### config.mk
export PLATFORM = sky130hd
export DESIGN_NAME = nibble_serial_add_ctrl
export DESIGN_NICKNAME = d
export VERILOG_FILES = /design/src/rtl/nibble_serial_add_ctrl.sv
export SDC_FILE = /design/constraint.sdc
export NUM_CORES = 1
export LEC_CHECK = 0
export ABC_AREA = 1
export CORE_ASPECT_RATIO = 0.6
export CORE_MARGIN = 4
export CORE_UTILIZATION = 37
export DETAILED_ROUTE_END_ITERATION = 10
export PLACE_DENSITY_LB_ADDON = 0.15
export SLEW_MARGIN = 20
export SYNTH_ARGS = -nofsm -noshare
export SYNTH_HDL_FRONTEND = slang
export SYNTH_SLANG_ARGS = --single-unit
### constraint.sdc
create_clock -name clk -period 5 [get_ports clk]
set_input_delay 1 -clock clk [delete_from_list [all_inputs] [get_ports clk]]
set_output_delay 1 -clock clk [all_outputs]
set_load 0.02 [all_outputs]
### src/rtl/nibble_serial_add_ctrl.sv
// Nibble-serial WIDTH-bit adder sequencer: drives one external 4-bit adder
// LSB nibble first, chains the carry in a register and hands back sum/cout.
module nibble_serial_add_ctrl #(
    parameter int WIDTH = 16
) (
    input  logic             clk,
    input  logic             rst_n,
    input  logic             start,
    input  logic [WIDTH-1:0] a,
    input  logic [WIDTH-1:0] b,
    input  logic             cin,
    output logic             ready,
    output logic             busy,
    output logic             done,
    output logic [WIDTH-1:0] sum,
    output logic             cout,
    output logic [3:0]       add_a,
    output logic [3:0]       add_b,
    output logic             add_c,
    input  logic [3:0]       add_s,
    input  logic             add_cy
);

    localparam int NIBBLES = WIDTH / 4;
    localparam int IDX_W   = (NIBBLES > 1) ? $clog2(NIBBLES) : 1;
    localparam logic [IDX_W-1:0] LAST_IDX = IDX_W'(NIBBLES - 1);

    typedef enum logic [1:0] {
        ST_IDLE = 2'b00,
        ST_RUN  = 2'b01,
        ST_DONE = 2'b10
    } state_t;

    state_t           state_r;
    logic [IDX_W-1:0] idx_r;
    logic             carry_r;
    logic [WIDTH-1:0] a_r;
    logic [WIDTH-1:0] b_r;
    logic [WIDTH-1:0] acc_r;
    logic [WIDTH-1:0] sum_r;
    logic             cout_r;
    logic             ready_r;
    logic             busy_r;
    logic             done_r;
    logic [WIDTH-1:0] acc_next_s;

    function automatic logic [3:0] get_nib(input logic [WIDTH-1:0] vec,
                                           input logic [IDX_W-1:0] i);
        get_nib = vec[{i, 2'b00} +: 4];
    endfunction

    function automatic logic [WIDTH-1:0] put_nib(input logic [WIDTH-1:0] vec,
                                                 input logic [IDX_W-1:0] i,
                                                 input logic [3:0]       n);
        put_nib = vec;
        put_nib[{i, 2'b00} +: 4] = n;
    endfunction

    // Accumulator with the current adder nibble merged in; on the last pass
    // this is the complete result, so no variable-width slice is needed.
    always_comb begin
        acc_next_s = put_nib(acc_r, idx_r, add_s);
    end

    // Adder operand drive, forced to zero outside RUN.
    always_comb begin
        add_a = 4'h0;
        add_b = 4'h0;
        add_c = 1'b0;
        if (state_r == ST_RUN) begin
            add_a = get_nib(a_r, idx_r);
            add_b = get_nib(b_r, idx_r);
            add_c = carry_r;
        end else begin
            add_a = 4'h0;
            add_b = 4'h0;
            add_c = 1'b0;
        end
    end

    // Sequencer with registered status flags updated alongside the state.
    always_ff @(posedge clk or negedge rst_n) begin
        if (!rst_n) begin
            state_r <= ST_IDLE;
            idx_r   <= {IDX_W{1'b0}};
            carry_r <= 1'b0;
            a_r     <= {WIDTH{1'b0}};
            b_r     <= {WIDTH{1'b0}};
            acc_r   <= {WIDTH{1'b0}};
            sum_r   <= {WIDTH{1'b0}};
            cout_r  <= 1'b0;
            ready_r <= 1'b1;
            busy_r  <= 1'b0;
            done_r  <= 1'b0;
        end else begin
            case (state_r)
                ST_IDLE: begin
                    if (start) begin
                        a_r     <= a;
                        b_r     <= b;
                        carry_r <= cin;
                        idx_r   <= {IDX_W{1'b0}};
                        acc_r   <= {WIDTH{1'b0}};
                        state_r <= ST_RUN;
                        ready_r <= 1'b0;
                        busy_r  <= 1'b1;
                    end else begin
                        ready_r <= 1'b1;
                        busy_r  <= 1'b0;
                    end
                    done_r <= 1'b0;
                end
                ST_RUN: begin
                    acc_r   <= acc_next_s;
                    carry_r <= add_cy;
                    if (idx_r == LAST_IDX) begin
                        // Carry out of the top nibble goes to cout only.
                        sum_r   <= acc_next_s;
                        cout_r  <= add_cy;
                        idx_r   <= {IDX_W{1'b0}};
                        state_r <= ST_DONE;
                        busy_r  <= 1'b0;
                        done_r  <= 1'b1;
                    end else begin
                        idx_r <= idx_r + IDX_W'(1);
                    end
                end
                ST_DONE: begin
                    state_r <= ST_IDLE;
                    done_r  <= 1'b0;
                    ready_r <= 1'b1;
                    busy_r  <= 1'b0;
                end
                default: begin
                    state_r <= ST_IDLE;
                    idx_r   <= {IDX_W{1'b0}};
                    ready_r <= 1'b1;
                    busy_r  <= 1'b0;
                    done_r  <= 1'b0;
                end
            endcase
        end
    end

    assign ready = ready_r;
    assign busy  = busy_r;
    assign done  = done_r;
    assign sum   = sum_r;
    assign cout  = cout_r;

endmodule

==> flow_summary.toml <==
[synthesis]
synthMuxAreaShare_pct = 0
yosysTopAreaCell = "dfrtp_1"
yosysSeqAreaShare_pct = 53.4
synth_area_per_cell_um2 = 7.47
yosys_warnings = 0
synth_xor_area_share_pct = 0
netlist_instances = 458
synth_area_leaders = "dfrtp_1 (53%), nand2_1 (27%), nor2_1 (5.0%)"
syn_nets = 505
synth_area_um2 = 3420
synth_compound_area_share_pct = 4.06
synth_top_family_by_area = "simple AND/OR/NAND/NOR gates"
ys_seq_elements = 73
synth_fa_ha_area_share_pct = 2.19
yosysUniqueCellTypes = 18
synthSimpleGateAreaFrac_pct = 34.9
synth_top_area_share_pct = 52.6

[die]
die_x_um = 132
num_io_pins = 70
die_h_um = 82.5
core-area_um2 = 8750
rows = 26
die_area_um2 = 10900
start_util_pct = 39.1

[finish]
design_area_um2 = 4520
diodes = 0
flow.area_growth_from_synthesis_pct = 32.1
final_util_pct = 51.7
drive_above_1_share_pct = 5.30
nNetsFinal = 570
fin_cells = 640

[worst_hold_path]
min_path_type = "flip-flop to flip-flop"

[setup_path]
max_stage_delay_ns = 0.95
cp-start-kind = "flip-flop"
end_kind = "output pin"
arrival_ns = 2.82
crit_chain = "inv_1 -> o21ai_0 -> a21oi_1 -> clkdlybuf4s50_1"
slowest_stage = "dfrtp_1"
r2r_slack_ns = 2.14
critPathRequiredTime_ns = 4.00
worst-setup-path-type = "flip-flop to output pin"
critPathBufInv = 2
crit_family = "buffers and inverters"
cp_max_fo = 30

[drt]
drtIter0Drc = 177
first_pass_iters = 4
wl_per_cell_um = 13.8
antenna_left = 0
drcViolationCount = 0
wl_um = 8830
vias = 2976
viasPerCell = 4.65

[clocking]
cts_tree = "built"
cts.sink_count = 73
clk_latency_ns = 0.33
postCtsHoldBufs = 0
cts_root_buf = "clkbuf_16"
cts_max_level = 3
numCtsBuffers = 9
clkSlewWorstSetupHoldPaths_ns = 0.06
post_cts_resized = 0
post-cts-setup-buffers = 0
clockBufferDepth = 2

[global_routing]
first_global_vias = 3034
antenna_found_initial = 0
grt.overflow.total = 0
grt_usage_pct = 17.8
grt_max_degree = 50
grt_pass1_wl_um = 15200

[power_and_ir_drop]
cellPowerDensity_nw_per_um2 = 655
ir_drop_mv = 0.246
seq_power_share_pct = 34.2
p_leak_nw = 2.36
p_switching_mw = 1.17
comb_power_share_pct = 41.0
clkPwrFrac_pct = 24.9
internal_power_mw = 1.79
switching_share_pct = 39.5

[timing]
min_period_ns = 3.82
min_period_over_period_pct = 76.4
finalSetupViolCount = 0
hold_violations = 0
drv_slew = 0
tightestPinTransition_ns = 0.921
fin_hold_ws_ns = 0.470
rsz0062_at_grt = "false"
fmax_mhz = 262
slew_headroom_pct = 38.6
fin_skew_ns = 0.00592
fin_setup_tns_ns = 0

[status]
status = "finished, final reports clean"

[flow_run]
cap_violations = 0

[placed_design]
place_area_um2 = 4180
dp.cells = 624
post-dp-hpwl_um = 6270
place_congestion = 0.900
io_buffers = 69
## placed cells by master, fill, tap and decap left out
cell type,count
clkbuf_1,1
a21oi_1,8
nand4_1,4
clkinvlp_4,1
clkinv_2,1
dfrtp_1,72
nand3_1,6
clkbuf_8,1
bufinv_16,3
nor2_1,46
clkdlybuf4s50_1,68
o22ai_1,1
buf_2,1
dfstp_2,1
o21a_1,1
ha_1,6
clkbuf_16,9
o21ai_0,17
nor2_4,2
nor2_2,2
inv_1,22
inv_2,5
nand2_1,248
buf_4,2
## layer usage
layer / track usage, % / wire length, um
met5: 0 / 0
met4: 4.77 / 59
met3: 4.90 / 406
met2: 26.1 / 3560
met1: 26.2 / 4800
## worst min-delay path, delay by kind of cell, from the launching register on
family	cells	cell delay, ns
flops	1	0.34
simple gates	2	0.09
## worst paths after layout
check	start	cells after the start	end
max	idx_r[0]$_DFFE_PN0P_	4	add_a[3]
min	b_r[11]$_DFFE_PN0P_	2	b_r[11]$_DFFE_PN0P_
max reg2reg	idx_r[0]$_DFFE_PN0P_	9	acc_r[4]$_DFFE_PN0P_
min reg2reg	b_r[11]$_DFFE_PN0P_	2	b_r[11]$_DFFE_PN0P_
max in group asynchronous	rst_n	2	acc_r[10]$_DFFE_PN0P_
min in group asynchronous	rst_n	1	a_r[5]$_DFFE_PN0P_
## cells in the mapped netlist
master    count
o21a_1        1
nor2_2        2
buf_2        15
dfrtp_1      72
dfstp_2       1
buf_4         1
ha_1          6
nand3_1       6
nor2_1       46
inv_2         5
o22ai_1       1
inv_1        22
clkbuf_1      1
nand2_1     248
a21oi_1       8
nand4_1       4
nor2_4        2
o21ai_0      17
## logic make-up after synthesis
| kind of cell | Yosys count |
|---|---|
| and+or+nand+nor | 308 |
| adders and majority gates | 6 |
| buffers and inverters | 44 |
| DFF | 73 |
| AOI/OAI and AO/OA | 27 |
## power groups by stage
stage          registers, mW  clock network (mW)  logic, mW
3_3_place_gp            1.02                   0       1.19
4_1_cts                 1.01               0.752       1.22
5_1_grt                 1.05               0.777       1.37
3_5_place_dp            1.02                   0       1.22
6_report                1.01               0.737       1.21
2_1_floorplan           1.01                   0      0.767
## through the flow
| step | total power, mW | setup slack, ns |
|---|---|---|
| after floorplan | 1.78 | 2.68 |
| after global placement | 2.21 | 1.71 |
| after detailed placement | 2.24 | 1.51 |
| after CTS | 2.99 | 1.15 |
| after global routing | 3.20 | 0.938 |
| final | 2.96 | 1.18 |
## state kept, by name, indices dropped and copies added (netlist names)
register,flops
done,1
idx_r,2
cout,1
a_r,16
sum,16
ready,1
state_r,2
b_r,16
acc_r,16
busy,1
carry_r,1
## final cells by class
cell class                 count  area [um2]
clock buffer                  11         243
sequential                    73        1830
inverter                      27         101
timing repair buffer          71         701
tap                          112         140
fill                         839        4230
multi-input combinational    341        1410
clock inverter                 5         103
Power figures use the tool's default switching activity.
